**config.mk**
```make
export PLATFORM = sky130hd
export DESIGN_NAME = aes_add_rk_stream
export DESIGN_NICKNAME = d
export VERILOG_FILES = /design/src/rtl/aes_add_rk_stream.sv
export SDC_FILE = /design/constraint.sdc
export NUM_CORES = 1
export LEC_CHECK = 0
export ABC_AREA = 1
export CAP_MARGIN = 20
export CORE_ASPECT_RATIO = 1.75
export CORE_UTILIZATION = 49
export DETAILED_ROUTE_END_ITERATION = 10
export PLACE_DENSITY = 0.88
export SYNTH_ARGS = -nofsm -noshare
export SYNTH_HDL_FRONTEND = slang
export SYNTH_SLANG_ARGS = --single-unit
```
**constraint.sdc**
```tcl
create_clock -name ARKS_I_CLK -period 1.3 [get_ports ARKS_I_CLK]
set_clock_uncertainty 0.05 [all_clocks]
set_input_delay 0.39 -clock ARKS_I_CLK [delete_from_list [all_inputs] [get_ports ARKS_I_CLK]]
set_output_delay 0.39 -clock ARKS_I_CLK [all_outputs]
set_load 0.02 [all_outputs]
```
**src/rtl/aes_add_rk_stream.sv**
```systemverilog
// aes_add_rk_stream: streaming add-round-key stage.
// Buffers one round key of NUM_WORDS words of DATA_W bits, then XORs each
// accepted state word with the key word at the same index. The result is
// registered into a valid/ready output stage.
// Ports:
//   ARKS_I_CLK, ARKS_I_RST_N            clock, async active-low reset
//   ARKS_I_KEY_VALID/ARKS_O_KEY_READY   key word handshake, ARKS_I_KEY_IN data
//   ARKS_I_VALID/ARKS_O_READY            state word handshake
//   ARKS_I_MIX_ACTIVE                    1: ARKS_I_DATAIN, 0: ARKS_I_ALT_IN
//   ARKS_I_B0                            per-word key bypass
//   ARKS_I_KEY_HOLD                      keep key after the last word of a block
//   ARKS_O_VALID/ARKS_I_OUT_READY        output handshake
//   ARKS_O_DATA, ARKS_O_LAST             result word, last-word-of-block flag
module aes_add_rk_stream #(
  parameter int unsigned DATA_W    = 32,
  parameter int unsigned NUM_WORDS = 4
) (
  input  logic              ARKS_I_CLK,
  input  logic              ARKS_I_RST_N,
  input  logic              ARKS_I_KEY_VALID,
  output logic              ARKS_O_KEY_READY,
  input  logic [DATA_W-1:0] ARKS_I_KEY_IN,
  input  logic              ARKS_I_VALID,
  output logic              ARKS_O_READY,
  input  logic              ARKS_I_MIX_ACTIVE,
  input  logic [DATA_W-1:0] ARKS_I_DATAIN,
  input  logic [DATA_W-1:0] ARKS_I_ALT_IN,
  input  logic              ARKS_I_B0,
  input  logic              ARKS_I_KEY_HOLD,
  output logic              ARKS_O_VALID,
  input  logic              ARKS_I_OUT_READY,
  output logic [DATA_W-1:0] ARKS_O_DATA,
  output logic              ARKS_O_LAST
);

  localparam int unsigned CNT_W = (NUM_WORDS > 1) ? $clog2(NUM_WORDS) : 1;
  localparam logic [CNT_W-1:0] LAST_IDX = CNT_W'(NUM_WORDS - 1);

  typedef enum logic {
    S_KEY = 1'b0,
    S_RUN = 1'b1
  } state_t;

  state_t            r_state;
  state_t            w_state_nxt;
  logic [CNT_W-1:0]  r_kcnt;
  logic [CNT_W-1:0]  r_dcnt;
  logic [DATA_W-1:0] r_key_mem [NUM_WORDS];
  logic              r_valid;
  logic [DATA_W-1:0] r_data;
  logic              r_last;

  logic              w_key_hs;
  logic              w_in_hs;
  logic              w_key_last;
  logic              w_data_last;
  logic [DATA_W-1:0] w_sel;
  logic [DATA_W-1:0] w_result;

  assign w_key_hs    = ARKS_I_KEY_VALID & ARKS_O_KEY_READY;
  assign w_in_hs     = ARKS_I_VALID & ARKS_O_READY;
  assign w_key_last  = (r_kcnt == LAST_IDX);
  assign w_data_last = (r_dcnt == LAST_IDX);

  // State register
  always_ff @(posedge ARKS_I_CLK or negedge ARKS_I_RST_N) begin
    if (!ARKS_I_RST_N) begin
      r_state <= S_KEY;
    end else begin
      r_state <= w_state_nxt;
    end
  end

  // Next-state: leave S_KEY on the last key word, leave S_RUN on the last
  // data word unless the key is held for another block.
  always_comb begin
    w_state_nxt = r_state;
    case (r_state)
      S_KEY: if (w_key_hs && w_key_last) w_state_nxt = S_RUN;
      S_RUN: if (w_in_hs && w_data_last && !ARKS_I_KEY_HOLD) w_state_nxt = S_KEY;
      default: w_state_nxt = S_KEY;
    endcase
  end

  // Handshake readies: key-ready is a state decode, data ready lets a new
  // word in whenever the output slot is empty or draining this cycle.
  always_comb begin
    ARKS_O_KEY_READY = 1'b0;
    ARKS_O_READY     = 1'b0;
    case (r_state)
      S_KEY: ARKS_O_KEY_READY = 1'b1;
      S_RUN: ARKS_O_READY     = !r_valid || ARKS_I_OUT_READY;
      default: ARKS_O_KEY_READY = 1'b0;
    endcase
  end

  // Key word counter
  always_ff @(posedge ARKS_I_CLK or negedge ARKS_I_RST_N) begin
    if (!ARKS_I_RST_N) begin
      r_kcnt <= '0;
    end else if (w_key_hs) begin
      r_kcnt <= w_key_last ? '0 : r_kcnt + CNT_W'(1);
    end
  end

  // Round key storage
  always_ff @(posedge ARKS_I_CLK or negedge ARKS_I_RST_N) begin
    if (!ARKS_I_RST_N) begin
      for (int unsigned i = 0; i < NUM_WORDS; i++) begin
        r_key_mem[i] <= '0;
      end
    end else if (w_key_hs) begin
      r_key_mem[r_kcnt] <= ARKS_I_KEY_IN;
    end
  end

  // Data word counter; bypassed words advance it like keyed words
  always_ff @(posedge ARKS_I_CLK or negedge ARKS_I_RST_N) begin
    if (!ARKS_I_RST_N) begin
      r_dcnt <= '0;
    end else if (w_in_hs) begin
      r_dcnt <= w_data_last ? '0 : r_dcnt + CNT_W'(1);
    end
  end

  assign w_sel    = ARKS_I_MIX_ACTIVE ? ARKS_I_DATAIN : ARKS_I_ALT_IN;
  assign w_result = ARKS_I_B0 ? w_sel : (w_sel ^ r_key_mem[r_dcnt]);

  // Output stage: data and last only change on a new word
  always_ff @(posedge ARKS_I_CLK or negedge ARKS_I_RST_N) begin
    if (!ARKS_I_RST_N) begin
      r_valid <= 1'b0;
      r_data  <= '0;
      r_last  <= 1'b0;
    end else if (w_in_hs) begin
      r_valid <= 1'b1;
      r_data  <= w_result;
      r_last  <= w_data_last;
    end else if (ARKS_I_OUT_READY) begin
      r_valid <= 1'b0;
    end
  end

  assign ARKS_O_VALID = r_valid;
  assign ARKS_O_DATA  = r_data;
  assign ARKS_O_LAST  = r_last;

endmodule

```
==> impl.org, run 1 <==
** Synth
- Unique masters post-synth :: 17
- Most common cell in the synthesized netlist :: nand2_1
- The Yosys step of the flow raised 0 warnings.
- The share of the Yosys chip area taken by registers is 0.477.
- Syn_area_per_cell :: about 7 µm²
- Leading register cell type out of synthesis :: dfrtp_1
- In this run the cell area of the synthesized design comes to approximately 8800 µm².
- Number of synthesized register bits :: 167
- In this run, synthesis inferred 0 flip-flops with an integrated enable.
- Total nets after synthesis :: 1339
- Area share of the largest cell type after synthesis :: 0.477
- Ranked by total cell area, the synthesized netlist is headed by dfrtp_1, nand2_1, inv_1.
- By count the netlist is led by nand2_1, inv_1, dfrtp_1.
- Of all flip-flops after synthesis, the portion carrying an async set or reset was 1.00.
- The cell count after synthesis came out at roughly 1200.
- Post-synthesis cell type with the largest combined area :: dfrtp_1

** Floorplan
- Top-level I/O count :: 140
- The initial utilization of the core area, before any placement, comes to 0.500.
- Placement row count :: 64
- The die is 179 µm tall.
- Die width :: 103 µm

** Placement
- Post-detail-place hpwl :: roughly 15 mm
- At the end of routability-driven placement, the weighted congestion stood at between 0.8 and 0.9.
- The count of buffers added on input and output ports is 139.

** GRT
- Entering global routing, the biggest net connects 42 pins.
- Summed over all layers, the global routing overflow is 11.
- Global Route Usage Sum :: 0.727

** Clock network
- CTS placed an instance of clkbuf_16 at the clock tree root.
- TritonCTS created 17 clock buffers.
- The clock tree synthesis step divided the H-tree into 4 levels.
- CTS saw 167 sinks.
- No sink is reached through more buffers than the 2 on the longest clock path.

** Run status
- The run stopped with a tool error.
- The tool reported: "[ERROR GRT-0232] Routing congestion too high. Check the congestion heatmap in the GUI".
- Progress stopped at 5_1_grt.

** STA
- After the last repair the worst path ends at a primary output.
- After global-route timing repair, the worst endpoint was ARKS_O_READY.
[kinds of logic after synthesis]
group                      Yosys count  synth area share
AOI/OAI and AO/OA                  166            0.0947
adders and majority gates            5           0.00713
buffers and inverters              298             0.148
DFF                                167             0.477
and+or+nand+nor                    594             0.274
[metrics by stage]
| stage | setup WS [ns] | util | area [µm²] | hold WS, ns | instances |
|---|---|---|---|---|---|
| after floorplan | -0.0266 | - | 8800 | 0.0444 | 1230 |
| after global placement | -0.785 | 0.611 | 10700 | 0.230 | 1596 |
| after detailed placement | -0.784 | 0.611 | 10700 | 0.231 | 1596 |
| after CTS | -0.323 | 0.740 | 13000 | 0.369 | 1675 |
[per-layer routing]
metal  track usage  overflow
met1         0.737         0
met2         0.840         5
met3         0.637         0
met4         0.687         6
met5         0.287         0
[timing repair]
item                                   CTS
setup buffers                           26
setup endpoints to repair              199
gates resized for setup                433
cloned                                  20
endpoints found under the hold margin   21
hold buffers                             1
pin swaps                              121
==> run 2: changes to the inputs <==
CORE_ASPECT_RATIO = not set   (was 1.75)
CORE_UTILIZATION = 38   (was 49)
PLACE_DENSITY = not set   (was 0.88)
PLACE_DENSITY_LB_ADDON = 0.15   (was not set)
clock period = 1.7 ns   (was 1.3 ns; I/O delays follow)
==> impl.org, run 2 <==
** Power and ir drop
- Seq pwr share :: 0.359
- Of the total power, the share spent switching nets is 0.402.
- Internal power consumption :: 0.0114 W
- Net Sw Power :: between 0.007 and 0.008 W
- Clock power frac :: 0.203
- The completed layout was analyzed and its total power is 0.0190 W.
- Power per cell area :: between 1500 and 2000 nW/µm²
- Static Leakage :: 5.99 nW
- Worst ir drop on vdd :: about 0.77 mV
- Relative contribution of combinational cells to total power :: 0.439

** Finish
- The library cell used most frequently in the layout, excluding fill and tap cells, is nand2_1.
- The filler cells instantiated in the layout total 2298.
- Post-layout net count :: approximately 1500
- Fraction of final layout cells with drive strength greater than 1 :: 0.0827
- Most used cells in the layout excluding fill and tap cells :: nand2_1, inv_1, dfrtp_1
- Number of cells in the finished layout apart from fillers :: 1663
- From synthesis to final layout, the design area changed by 27.3%.
- Total inserted antenna cells :: 0
- Layout Utilization :: 0.493
- Ranked by flip-flop count, first place goes to r_key_mem.
- Post-layout instance area :: 11200 µm²
- Max reg flops :: around 130

** Hold path
- Class of the tightest hold or removal check :: primary input to register
- Worst hold start :: ARKS_I_OUT_READY
- The worst hold path was traced through 2 stages.
- For hold timing, the worst endpoint is ARKS_O_VALID.

** Critical path
- Data required, critical path :: approximately 1.1 ns
- Worst reg-to-reg setup slack :: ~0.17 ns
- Of all nets on the critical path, the largest fanout is 2.
- At the worst endpoint, the arrival time is between 1 and 1.5 ns.
- Reg2Reg Capture Point :: ARKS_O_DATA[21]
- Kind of critical path :: register to output port
- STA classifies the critical path startpoint as a register.
- The worst setup path is captured at an output port.
- Origin of the critical flop-to-flop path :: ARKS_O_VALID
- Depth of the worst register-to-register path :: 10

** GRT
- Largest net degree at the start of global routing :: 55
- Number of antenna violations at the first check in global routing :: 0
- For this run the aggregate overflow at the end of global routing stands at 0.
- Global Route Usage Sum :: 0.192
- First-pass GRT wire length :: 36.0 mm
- The number of global-route vias before repair was approximately 7200.

** STA
- Worst Max-Slew Pin Slew :: about 0.33 ns
- Relative slew margins :: 0.780
- Across all setup checks in the final design, the least slack found is -0.0504 ns.
- Final Hold Viols :: 0
- The count of final max-slew check failures is 0.
- Of the available clock period, the critical path in the final layout requires 1.03.
- Setup violations remaining at the end of the flow were counted as 1.
- Post-layout min period :: 1.75 ns
- Setup TNS after final layout :: -0.0504 ns
- Setup repair after global routing missed its margin :: yes
- Timing would allow up to around 0.57 GHz.

** Clock network
- Clock tree root driver cell :: clkbuf_16
- H-tree levels :: 4 (unchanged)
- Clock buffer count from CTS :: 17 (unchanged)
- The later pin in the worst-skew pair is clocked with a latency of about 0.42 ns.
- The total clock sinks is 167 (unchanged).
- TritonCTS clock tree :: done
- Clock-pin slew of the registers on the worst-case setup and hold paths :: roughly 0.060 ns
- The maximum buffer depth of the clock tree is 2 (unchanged).

** Synth
- Synthesis warning total :: 0 (unchanged)
- Number of cells produced by synthesis :: 1230 (unchanged)
- The fraction of the yosys area taken by sequential cells came to 0.477 (unchanged).
- Leading cell types by count after synthesis :: nand2_1, inv_1, dfrtp_1
- The area fraction of the dominant cell type after synthesis came to 0.477 (unchanged).
- Synth Area in Adders :: 0.00713 (unchanged)
- For this run, the leading register cell type out of synthesis is dfrtp_1.
- Combined area of all synthesized cells :: 8770 µm² (unchanged)
- The synthesized design spends more area on one cell type than any other, namely dfrtp_1.
- The XOR/XNOR share of the synthesized area is 0 (unchanged).
- The area share of and/or/nand/nor cells after synthesis is 0.274 (unchanged).
- The number of flops mapped to enable cells by yosys was 0 (unchanged).
- Most common cell in the synthesized netlist :: nand2_1
- The number of distinct library cell variants in the gate-level netlist after synthesis is 17 (unchanged).
- The number of nets in the synthesized netlist came to 1339 (unchanged).
- Mux contribution to synthesized area :: 0 (unchanged)
- Top area cells in the synthesized netlist :: dfrtp_1, nand2_1, inv_1
- The share of async-settable or async-resettable flops after synthesis came to 1.00 (unchanged).
- Complex-gate fraction of the synthesized area :: 0.0947 (unchanged)
- Dominant combinational cell family by area after synthesis :: simple AND/OR/NAND/NOR gates
- The number of storage elements in the synthesis netlist is 167 (unchanged).
- The mean instance size in the synthesized netlist is 7.13 µm² (unchanged).

** Detailed routing
- Total Routed Length :: around 22 mm
- DR DRC count :: 0
- Violation count after the first detailed-routing iteration :: ~370
- DRT Pass-1 Iters :: 5
- In the routed layout, each cell is associated on average with a via count of about 4.6.
- Total number of vias :: ~7700
- Routed length per instance :: around 13 µm
- Once detail routing completed, the nets flagged for antenna violations numbered 0.

** Run status
- Failing checks :: setup timing
- The flow ran to the end, but the final reports show violations.

** Placement
- RD Place Congestion :: 0.728 (-9.3%)
- The number of input and output port buffers inserted was 139 (unchanged).
- The post-detailed-placement half-perimeter wirelength is 14.6 mm (-3.7%).
- Number of cells in the design after placement :: 1629 (+2.1%)
- The placed instance area was 10700 µm² (-0.53%).

** Run
- Max-cap violations in this run came to 0.

** Floorplan
- The die height is 154 µm (-14%).
- Initial standard-cell utilization of the core :: 0.387 (-0.113)
- After floorplanning, the core was sized to cover around 23000 µm².
- Die footprint :: around 24000 µm²
- The total I/O pin count is 140 (unchanged).
- Placement row count :: 55 (-14%)
- Die width :: 154 µm (+49%)
==> run 2: cell counts after synthesis <==
Identical to the previous run, type by type.
==> run 2: cell type report <==
cell class,count,area [µm²],share of cell area
flip-flops and latches,167,4180,0.375
multi-input cells,765,3300,0.296
repair buffers,182,1870,0.167
inverters,233,876,0.0784
clock buffers,20,457,0.0409
well taps,285,357,0.0319
clock inverters,11,126,0.0113
==> run 2: kinds of logic (layout without fill, tap and decap cells) <==
group                    count (synthesis)  count (layout)
AND/OR/NAND/NOR                        594             594
AO/OA/AOI/OAI                          166             166
buffers and inverters                  298             446
adder cells (fa/ha/maj)                  5               5
flip-flops                             167             167
==> run 2: power by group through the flow <==
stage | clock [W] | sequential [W] | combinational (W)
CTS | 0.00394 | 0.00682 | 0.00853
floorplan | 0 | 0.00717 | 0.00543
finish | 0.00386 | 0.00683 | 0.00835
global placement | 0 | 0.00685 | 0.00856
detailed placement | 0 | 0.00688 | 0.00872
global route | 0.00411 | 0.00707 | 0.00958
==> run 2: stage by stage <==
| stage | hold WS [ns] | worst slack, ns |
|---|---|---|
| final | 0.272 | -0.0504 |
| after global routing | 0.277 | -0.117 |
| after CTS | 0.431 | -0.143 |
| after detailed placement | 0.369 | -0.596 |
| after global placement | 0.370 | -0.616 |
| after floorplan | 0.164 | 0.223 |
==> run 2: routing by layer <==
metal | GRT usage | up-vias | share of wire
met1 | 0.261 | 3524 | 0.49
met3 | 0.0445 | 10 | 0.041
met4 | 0.0333 | 0 | 0.0058
met5 | 0 | - | 0
met2 | 0.313 | 141 | 0.46
li1 | - | 4006 | -
==> run 2: critical path, stage by stage, from the launching register on <==
cell and delay (ns):
dfrtp_1 0.40, inv_2 0.07, nor2_2 0.04, nor2_2 0.13, buf_6 0.13
==> run 2: repair_timing <==
item                                    4_1_cts  5_1_grt
pin swaps                                     0        1
endpoints found under the hold margin        22        0
buffers inserted                              0        2
hold buffers                                  1        0
resized for setup                            70       38
endpoints found under the setup margin       36       31
==> run 2: worst max path at each step <==
| stage | endpoint | slack [ns] | depth (start not counted) | from |
|---|---|---|---|---|
| 5_1_grt | ARKS_O_READY | -0.12 | 4 | ARKS_O_VALID |
| 3_5_place_dp | ARKS_O_READY | -0.60 | 4 | ARKS_I_OUT_READY |
| 2_1_floorplan | r_state | 0.22 | 8 | ARKS_O_VALID |
| 6_report | ARKS_O_READY | -0.05 | 4 | ARKS_O_VALID |
| 3_3_place_gp | ARKS_O_READY | -0.62 | 4 | ARKS_I_OUT_READY |
| 4_1_cts | ARKS_O_READY | -0.14 | 4 | ARKS_I_OUT_READY |
No activity file was read; power rests on OpenSTA's default activity.
==> run 3: changes to the inputs <==
CELL_PAD_IN_SITES_DETAIL_PLACEMENT = 2   (was not set)
CELL_PAD_IN_SITES_GLOBAL_PLACEMENT = 2   (was not set)
CORE_UTILIZATION = 30   (was 38)
PLACE_DENSITY = 0.77   (was not set)
PLACE_DENSITY_LB_ADDON = not set   (was 0.15)
==> impl.org, run 3 (synthesis results as in run 2) <==
** Run status
- The run finished, with violations left.
- Failing checks :: setup timing

** Finish
- Area grow syn2layout :: 28.8%
- Most used cells in the layout excluding fill and tap cells :: nand2_1, inv_1, dfrtp_1
- The proportion of layout cells with a drive suffix above 1 was 0.0947 (+0.0120).
- The multi-input logic area was 3310 µm² (+0.30%).
- Register with the highest flop count :: r_key_mem
- The library cell used most frequently in the layout, excluding fill and tap cells, is nand2_1.
- The final-stage net count came to 1479 (+0.27%).
- The layout filler cell count is 3312 (+44%).
- Total inserted antenna cells :: 0 (unchanged)
- Max reg flops :: 128 (unchanged)
- FF/Latch Area :: 4180 µm² (unchanged)

** Clock network
- The total clock buffers created by CTS is 17 (unchanged).
- The total clock sinks is 167 (unchanged).
- Clock-pin slew of the registers on the worst-case setup and hold paths :: 0.07 ns (about the same)
- Clk Latency, worst-skew pair :: 0.43 ns (about the same)
- Clock tree root driver cell :: clkbuf_16
- H-tree levels :: 4 (unchanged)
- TritonCTS built the clock tree.
- The maximum buffer depth of the clock tree is 2 (unchanged).

** STA
- The final setup violation count was 1 (unchanged).
- The share of the clock period used by the worst path was 1.01 (-0.0168).
- The time the worst path needs with I/O delays and setup was 1.72 ns (-0.0286 ns).
- Setup TNS after final layout :: -0.0218 ns (+0.0286 ns)
- The setup slack after layout came to -0.0218 ns (+0.0286 ns).
- Timing-limited maximum frequency :: 0.581 GHz (+1.7%)
- The number of failing hold endpoints at the final stage came to 0 (unchanged).
- Setup repair after global routing missed its margin :: yes
- The count of final max-slew check failures was 0 (unchanged).
- Worst Max-Slew Pin Slew :: 0.317 ns (-0.0122 ns)
- Relative slew margins :: 0.787 (+0.00674)

** Critical path
- Worst reg-to-reg setup slack :: 0.10 ns (-0.07 ns)
- The worst-path maximum fanout is 2 (unchanged).
- Origin of the critical flop-to-flop path :: r_state
- Sequence of cells on the critical path :: inv_2, nor2_4, nor2_4, buf_6
- The largest stage delay on the critical path came to 0.40 ns (about the same).
- By instance count, the cell type seen most on the critical path is nor2_4.
- Data required, critical path :: 1.14 ns (about the same)
- Crit end category :: output port
- The arrival time at the worst endpoint is 1.16 ns (-0.03 ns).
- The critical path in this run is classified as register to output port.
- The worst register-to-register path ends at ARKS_O_DATA[22].
- STA classifies the critical path startpoint as a register.
- Slowest stage cell on the critical path :: dfrtp_1
- Depth of the worst register-to-register path :: 9 (-1)

** GRT
- Met1 usage in global routing :: 0.241 (-0.0199)
- The initial antenna violation count is 0 (unchanged).
- Met2 Usage GRT :: 0.364 (+0.0507)
- The met3 track demand over resource in global routing was 0.0292 (-0.0153).
- Largest net degree at the start of global routing :: 47 (-15%)
- Via count of the first global-routing pass :: 9196 (+29%)
- Global Route Usage Sum :: 0.197 (+0.00552)
- The total grt overflow was 0 (unchanged).
- The wire length of the first global-routing pass came to 47.2 mm (+31%).
- Layer with the highest usage after global routing :: met2

** Hold path
- Class of the tightest hold or removal check :: primary input to register
- Worst hold start :: ARKS_I_OUT_READY
- The worst hold path depth was 2 (unchanged).
- Sink of the worst hold path :: ARKS_O_VALID

** Power and ir drop
- Power per cell area :: 1750 nW/µm² (+2.9%)
- Worst ir drop on vdd :: 0.769 mV (+0.33%)
- Static Leakage :: 6.01 nW (+0.30%)
- The total power after layout is 0.0198 W (+4.1%).

** Detailed routing
- DR DRC count :: 0 (unchanged)
- Violation count after the first detailed-routing iteration :: 319 (-15%)
- Total number of vias :: 8155 (+6.2%)
- The number of iterations in the first detailed-routing pass was 4 (-1).
- The routed via count divided by cell count was 4.62 (about the same).
- The routed length per placed instance was 15.9 µm (+22%).
- The total length of routed wires was 28.2 mm (+29%).
- Routed Antenna Nets :: 0 (unchanged)

** Placement
- The number of input and output port buffers inserted is 139 (unchanged).
- RD Place Congestion :: 0.724 (-0.48%)
- Post-detail-place hpwl :: 19.7 mm (+34%)

** Floorplan
- Total core area :: 28700 µm² (+27%)
- The initial cell density of the core came to 0.306 (-0.0818).
- The placement row count came to 62 (+13%).
- The total die area came to 29900 µm² (+26%).
- Top-level I/O count :: 140 (unchanged)
- Die height :: 173 µm (+12%)
- The width of the chip is 173 µm (+12%).

** Run
- The max-capacitance violation count came to 0 (unchanged).
[run 3: worst max-delay path by stage]
stage / startpoint / cells after the start / slack, ns / to
after floorplan: ARKS_O_VALID / 8 / 0.22 / r_state
after global placement: ARKS_I_OUT_READY / 4 / -0.61 / ARKS_O_READY
after detailed placement: ARKS_I_OUT_READY / 4 / -0.60 / ARKS_O_READY
after CTS: ARKS_O_VALID / 4 / -0.07 / ARKS_O_READY
after global routing: ARKS_O_VALID / 4 / -0.09 / ARKS_O_READY
final: ARKS_O_VALID / 4 / -0.02 / ARKS_O_READY
[run 3: worst max-delay path: cells and delay by family, from the launching register on]
kind,cells,cell delay [ns]
buffers and inverters,2,0.21
DFF,1,0.40
and+or+nand+nor,2,0.13
[run 3: where the power goes]
part | total (W) | internal [W] | leakage (nW) | switching (W)
registers | 0.00696 | 0.00585 | 2.09 | 0.00111
clock network | 0.00397 | 0.00220 | 0.296 | 0.00176
logic | 0.00889 | 0.00332 | 3.63 | 0.00557
total | 0.0198 | 0.0114 | 6.01 | 0.00844
[run 3: per-layer routing]
| metal | vias to the layer above | share of wire |
|---|---|---|
| li1 | 4008 | - |
| met5 | - | 0 |
| met4 | 0 | 0.0086 |
| met3 | 13 | 0.024 |
| met1 | 4036 | 0.45 |
| met2 | 98 | 0.52 |
[run 3: layout make-up]
cell class,instances,area share
sequential,167,0.370
multi-input combinational,765,0.293
clock inverter,15,0.0148
clock buffer,17,0.0377
inverter,233,0.0776
tap,384,0.0425
timing repair buffer,186,0.164
[run 3: through the flow]
step,utilization,instance area [µm²],cells,hold WS (ns),setup WS (ns)
after floorplan,-,8770,1230,0.164,0.223
after global placement,0.375,10800,1730,0.359,-0.608
after detailed placement,0.375,10800,1730,0.361,-0.605
after CTS,0.396,11400,1765,0.342,-0.0702
after global routing,0.393,11300,1767,0.424,-0.0860
final,0.393,11300,1767,0.423,-0.0218
[run 3: repair_timing]
| item | CTS | global route |
|---|---|---|
| endpoints found under the hold margin | 20 | 0 |
| setup endpoints to repair | 36 | 23 |
| buffers inserted | 2 | 2 |
| pin swaps | 1 | 1 |
| hold buffers | 1 | 0 |
| gates resized for setup | 98 | 25 |
==> edit 1, RTL diff (flow settings as in run 3) <==
Change the parameter `NUM_WORDS` from 4 to 2.
--- a/src/rtl/aes_add_rk_stream.sv
+++ b/src/rtl/aes_add_rk_stream.sv
@@ -15,3 +15,3 @@
   parameter int unsigned DATA_W    = 32,
-  parameter int unsigned NUM_WORDS = 4
+  parameter int unsigned NUM_WORDS = 2
 ) (
Formal check against the unedited RTL: not equivalent (a bounded check fails within 4 cycles, from zero or initial values and one cycle with ARKS_I_RST_N low).
==> edit 1 against run 3 <==
  * The run ends with DRC, setup timing left
  * Setup slack better by 0.014 ns
  * Sequential cell count is 66 lower
  * Synthesized area is 36% lower
  * Global-route usage is 2.6 points higher
  * Power is 39% lower
  * Final area is 32% lower
  * Wire length is 29% lower
  * Utilization is 3.1 points higher
  * Count of clock-buffer cells in the layout is 8 lower
  * Critical path type unchanged
==> edit 1: results (changes against run 3) <==
<table>
<tr><th>Metric</th><th>Value</th></tr>
<tr><th colspan="2">Outcome</th></tr>
<tr><td>Run status</td><td>finished with violations</td></tr>
<tr><td>Failing checks</td><td>DRC, setup timing</td></tr>
<tr><th colspan="2">Placed design</th></tr>
<tr><td>Placed Cells incl. Taps</td><td>1,160 (-33%)</td></tr>
<tr><td>Worst Setup Slack post-DPL</td><td>-0.677 ns (-0.0719 ns)</td></tr>
<tr><th colspan="2">Global routing</th></tr>
<tr><td>First-pass GRT wire length</td><td>33,600 um (-29%)</td></tr>
<tr><td>Global Route Usage Sum</td><td>0.223 (+0.0255)</td></tr>
<tr><td>GR met1 Demand/Resource</td><td>0.255 (+0.0132)</td></tr>
<tr><th colspan="2">Pwr</th></tr>
<tr><td>Internal Dissipation</td><td>6.84 mW (-40%)</td></tr>
<tr><td>Reported clock group power</td><td>2.19 mW (-45%)</td></tr>
<tr><th colspan="2">Routing</th></tr>
<tr><td>Number of DRC violations after detailed routing</td><td>20 (+20)</td></tr>
<tr><td>DR pass1 iterations</td><td>10 (+6)</td></tr>
<tr><td>WL/cell</td><td>17.1 um (+7.2%)</td></tr>
<tr><td>Via count</td><td>5,614 (-31%)</td></tr>
<tr><td>Post-DR vias/cell</td><td>4.77 (+3.3%)</td></tr>
<tr><th colspan="2">Synthesis</th></tr>
<tr><td>Average footprint of a synthesized cell</td><td>6.94 um^2 (-2.6%)</td></tr>
<tr><td>Cell types with the largest area share after synthesis</td><td>sky130_fd_sc_hd__dfrtp_1, sky130_fd_sc_hd__nand2_1, sky130_fd_sc_hd__inv_1</td></tr>
<tr><td>Most frequent cells after synthesis</td><td>sky130_fd_sc_hd__nand2_1, sky130_fd_sc_hd__inv_1, sky130_fd_sc_hd__dfrtp_1</td></tr>
<tr><td>Sequential fraction of the synthesis area</td><td>0.453 (-0.0238)</td></tr>
<tr><th colspan="2">Timing</th></tr>
<tr><td>Final worst-path setup slack</td><td>-0.00765 ns (+0.0141 ns)</td></tr>
<tr><td>Final Setup Violations</td><td>1 (unchanged)</td></tr>
<tr><td>Least-Margin Pin Slew</td><td>0.390 ns (+0.0728 ns)</td></tr>
<tr><th colspan="2">Finish</th></tr>
<tr><td>Final clock-cell share</td><td>0.0396 (-0.0129)</td></tr>
<tr><td>Filler Cell Count</td><td>2,126 (-36%)</td></tr>
<tr><td>Final-layout non-clock buffer area share</td><td>0.225 (+0.0606)</td></tr>
<tr><td>Number of flip-flops in the largest register</td><td>64 (-50%)</td></tr>
<tr><th colspan="2">Worst setup path</th></tr>
<tr><td>Setup slack of the most critical reg-to-reg path</td><td>0.16 ns (+0.06 ns)</td></tr>
</table>
==> edit 1: cell types whose count changed after synthesis, moves of 6 or more <==
cell and change:
sky130_fd_sc_hd__dfrtp_1 -66, sky130_fd_sc_hd__inv_1 -98, sky130_fd_sc_hd__nor2_1 +7, sky130_fd_sc_hd__a21oi_1 +28, sky130_fd_sc_hd__o21ai_2 +23, sky130_fd_sc_hd__o21ai_0 +30
sky130_fd_sc_hd__nand3_1 -35, sky130_fd_sc_hd__o21ai_1 -155, sky130_fd_sc_hd__buf_2 -7, sky130_fd_sc_hd__clkbuf_1 +6, sky130_fd_sc_hd__buf_4 -14, sky130_fd_sc_hd__nand2_1 -130
==> edit 1: per-stage QoR <==
step | hold WS, ns | cell area [um^2] | utilization | power, mW | TNS (ns)
3_5_place_dp | 0.414 | 7410 | 0.410 | 10.2 | -14.22
5_1_grt | 0.0316 | 7680 | 0.425 | 13.0 | -0.0778
2_1_floorplan | 0.164 | 5580 | - | 7.63 | 0
3_3_place_gp | 0.408 | 7410 | 0.410 | 9.74 | -10.54
4_1_cts | 0.0270 | 7660 | 0.424 | 12.2 | -0.231
6_report | 0.0217 | 7680 | 0.425 | 12.0 | -0.00765
==> edit 1: worst max-delay path, delay by kind of cell, from the launching register on <==
family / cells / cell delay, ns
buffers and inverters: 2 / 0.23
AND/OR/NAND/NOR: 2 / 0.17
flip-flops: 1 / 0.40
==> edit 1: logic make-up (layout without fill, tap and decap cells) <==
| kind of cell | Yosys count | after routing | synth area share |
|---|---|---|---|
| AO/OA/AOI/OAI | 93 | 93 | 0.0993 |
| XOR/XNOR | 1 | 1 | 0.00157 |
| buffers and inverters | 174 | 318 | 0.131 |
| flip-flops | 101 | 101 | 0.453 |
| AND/OR/NAND/NOR | 435 | 435 | 0.316 |
==> edit 2, RTL diff (config.mk and constraints of run 3) <==
Without the edit above. Make the reset (`ARKS_I_RST_N`) synchronous in 5 clocked blocks. Comments in the files are not updated.
--- a/src/rtl/aes_add_rk_stream.sv
+++ b/src/rtl/aes_add_rk_stream.sv
@@ -65,3 +65,3 @@
   // State register
-  always_ff @(posedge ARKS_I_CLK or negedge ARKS_I_RST_N) begin
+  always_ff @(posedge ARKS_I_CLK) begin
     if (!ARKS_I_RST_N) begin
@@ -97,3 +97,3 @@
   // Key word counter
-  always_ff @(posedge ARKS_I_CLK or negedge ARKS_I_RST_N) begin
+  always_ff @(posedge ARKS_I_CLK) begin
     if (!ARKS_I_RST_N) begin
@@ -106,3 +106,3 @@
   // Round key storage
-  always_ff @(posedge ARKS_I_CLK or negedge ARKS_I_RST_N) begin
+  always_ff @(posedge ARKS_I_CLK) begin
     if (!ARKS_I_RST_N) begin
@@ -117,3 +117,3 @@
   // Data word counter; bypassed words advance it like keyed words
-  always_ff @(posedge ARKS_I_CLK or negedge ARKS_I_RST_N) begin
+  always_ff @(posedge ARKS_I_CLK) begin
     if (!ARKS_I_RST_N) begin
@@ -129,3 +129,3 @@
   // Output stage: data and last only change on a new word
-  always_ff @(posedge ARKS_I_CLK or negedge ARKS_I_RST_N) begin
+  always_ff @(posedge ARKS_I_CLK) begin
     if (!ARKS_I_RST_N) begin
Behaviour: differs if ARKS_I_RST_N is asserted again (counterexample within 10 cycles, from zero or initial values and one cycle with ARKS_I_RST_N low); with ARKS_I_RST_N held inactive, the same outputs for 10 cycles.
==> edit 2 against run 3 <==
  * Wire length grew 3.2%
  * Final area decreased by 1.1%
  * Setup slack better by 0.052 ns
  * Sequential cell count up 2
  * Synthesized area down 1.9%
  * Critical path type unchanged
Power is not compared: it rests on default switching activity, and its combinational part moved more than twofold at a synthesized area within 25%.
==> edit 2: results (changes against run 3) <==
<table>
<tr><th>Metric</th><th>Value</th></tr>
<tr><th colspan="2">Worst setup path</th></tr>
<tr><td>Signal arrival time at the worst endpoint</td><td>1.11 ns (-0.05 ns)</td></tr>
<tr><td>Cell with the largest stage delay on the worst path</td><td>sky130_fd_sc_hd__dlygate4sd2_1</td></tr>
<tr><th colspan="2">Routing</th></tr>
<tr><td>Post-Route WL</td><td>29,100 um (+3.2%)</td></tr>
<tr><td>WL/cell</td><td>17.9 um (+12%)</td></tr>
<tr><td>Iteration-0 DRC count of the detailed router</td><td>259 (-19%)</td></tr>
<tr><td>Post-DR vias/cell</td><td>4.63 (+0.22%)</td></tr>
<tr><th colspan="2">Synthesis</th></tr>
<tr><td>Post-Synthesis Net Count</td><td>1,196 (-11%)</td></tr>
<tr><td>Number of enable flip-flop cells after synthesis</td><td>128 (+128)</td></tr>
<tr><td>Most frequent cells after synthesis</td><td>sky130_fd_sc_hd__nand2_1, sky130_fd_sc_hd__inv_1, sky130_fd_sc_hd__nor2_1</td></tr>
<tr><td>Cell types with the largest area share after synthesis</td><td>sky130_fd_sc_hd__edfxtp_1, sky130_fd_sc_hd__nand2_1, sky130_fd_sc_hd__dfxtp_1</td></tr>
<tr><td>Fraction of the mapped netlist area in adder cells</td><td>0.00291 (-0.00422)</td></tr>
<tr><td>Share of the synthesized area in compound gates (AO/OA/AOI/OAI)</td><td>0.0586 (-0.0361)</td></tr>
<tr><td>Sequential fraction of the synthesis area</td><td>0.542 (+0.0659)</td></tr>
<tr><td>Async set-or-reset flop fraction in the synthesized netlist</td><td>0 (-1.00)</td></tr>
<tr><td>Average footprint of a synthesized cell</td><td>7.89 um^2 (+11%)</td></tr>
<tr><td>Most frequently used flop master after synthesis</td><td>sky130_fd_sc_hd__edfxtp_1</td></tr>
<tr><th colspan="2">Global routing</th></tr>
<tr><td>GR met1 Demand/Resource</td><td>0.257 (+0.0151)</td></tr>
<tr><td>Met3 GRT Util</td><td>0.0288 (-0.000482)</td></tr>
<tr><td>Global Route Usage Sum</td><td>0.202 (+0.00508)</td></tr>
<tr><td>Largest net degree at the start of global routing</td><td>56 (+19%)</td></tr>
<tr><th colspan="2">Placed design</th></tr>
<tr><td>Post-detail-place hpwl</td><td>18,900 um (-3.9%)</td></tr>
<tr><td>Placed Cells incl. Taps</td><td>1,585 (-8.4%)</td></tr>
<tr><td>Cell area after placement</td><td>0.0105 mm^2 (-2.0%)</td></tr>
<tr><td>Worst Setup Slack post-DPL</td><td>-0.593 ns (+0.0115 ns)</td></tr>
<tr><th colspan="2">Outcome</th></tr>
<tr><td>Run status</td><td>finished, final reports clean</td></tr>
<tr><th colspan="2">Timing</th></tr>
<tr><td>Max_slew headroom</td><td>0.661 (-0.126)</td></tr>
<tr><td>Post-route fraction of the period consumed by the critical path</td><td>0.982 (-0.0303)</td></tr>
<tr><th colspan="2">Finish</th></tr>
<tr><td>Net count of the finished layout</td><td>1,336 (-9.7%)</td></tr>
</table>
==> edit 2: final cells by class <==
cell class	count	area (um^2)
Clock buffer	18	429
Clock inverter	14	173
Fill cell	3129	16800
Inverter	223	848
Multi-Input combinational cell	642	2820
Sequential cell	169	4670
Tap cell	378	473
Timing Repair Buffer	177	1760
==> edit 2: cell families after synthesis <==
kind of cell | after synthesis
buf+inv | 279
compound gates | 95
fa+ha+maj | 2
flops | 169
simple gates | 545
==> edit 2: layer usage <==
metal	up-vias	routed length, um	share of wire
li1	3629	-	-
met1	3694	12900	0.44
met2	158	14500	0.50
met3	17	1450	0.050
met4	0	265	0.0091
met5	-	0	0
==> edit 2: final timing paths <==
| check | end | from | cells past startpoint | slack [ns] |
|---|---|---|---|---|
| worst min register to register | ARKS_O_LAST | ARKS_O_LAST | 2 | 0.41 |
| worst min-delay path | ARKS_O_LAST | ARKS_I_RST_N | 4 | 0.40 |
| worst max register to register | r_key_mem[3][19] | r_state | 9 | 0.08 |
| worst max-delay path | ARKS_O_DATA[15] | ARKS_O_DATA[15] | 1 | 0.03 |
==> edit 2: stage by stage <==
step | power, mW | util
after floorplan | 5.46 | -
after global placement | 5.99 | 0.376
after detailed placement | 6.07 | 0.376
after CTS | 10.2 | 0.397
after global routing | 10.5 | 0.399
final | 10.1 | 0.399
==> edit 2: what timing repair did <==
action	CTS	global route
gates resized for setup	58	27
endpoints found under the setup margin	198	94
gates cloned	0	2
setup buffers	0	2
pin swaps	1	2
==> edit 2: report_power, final <==
part	internal, mW	switching (mW)
sequential	4.70	0.0881
combinational	0.482	0.754
clock	2.33	1.76
total	7.51	2.60
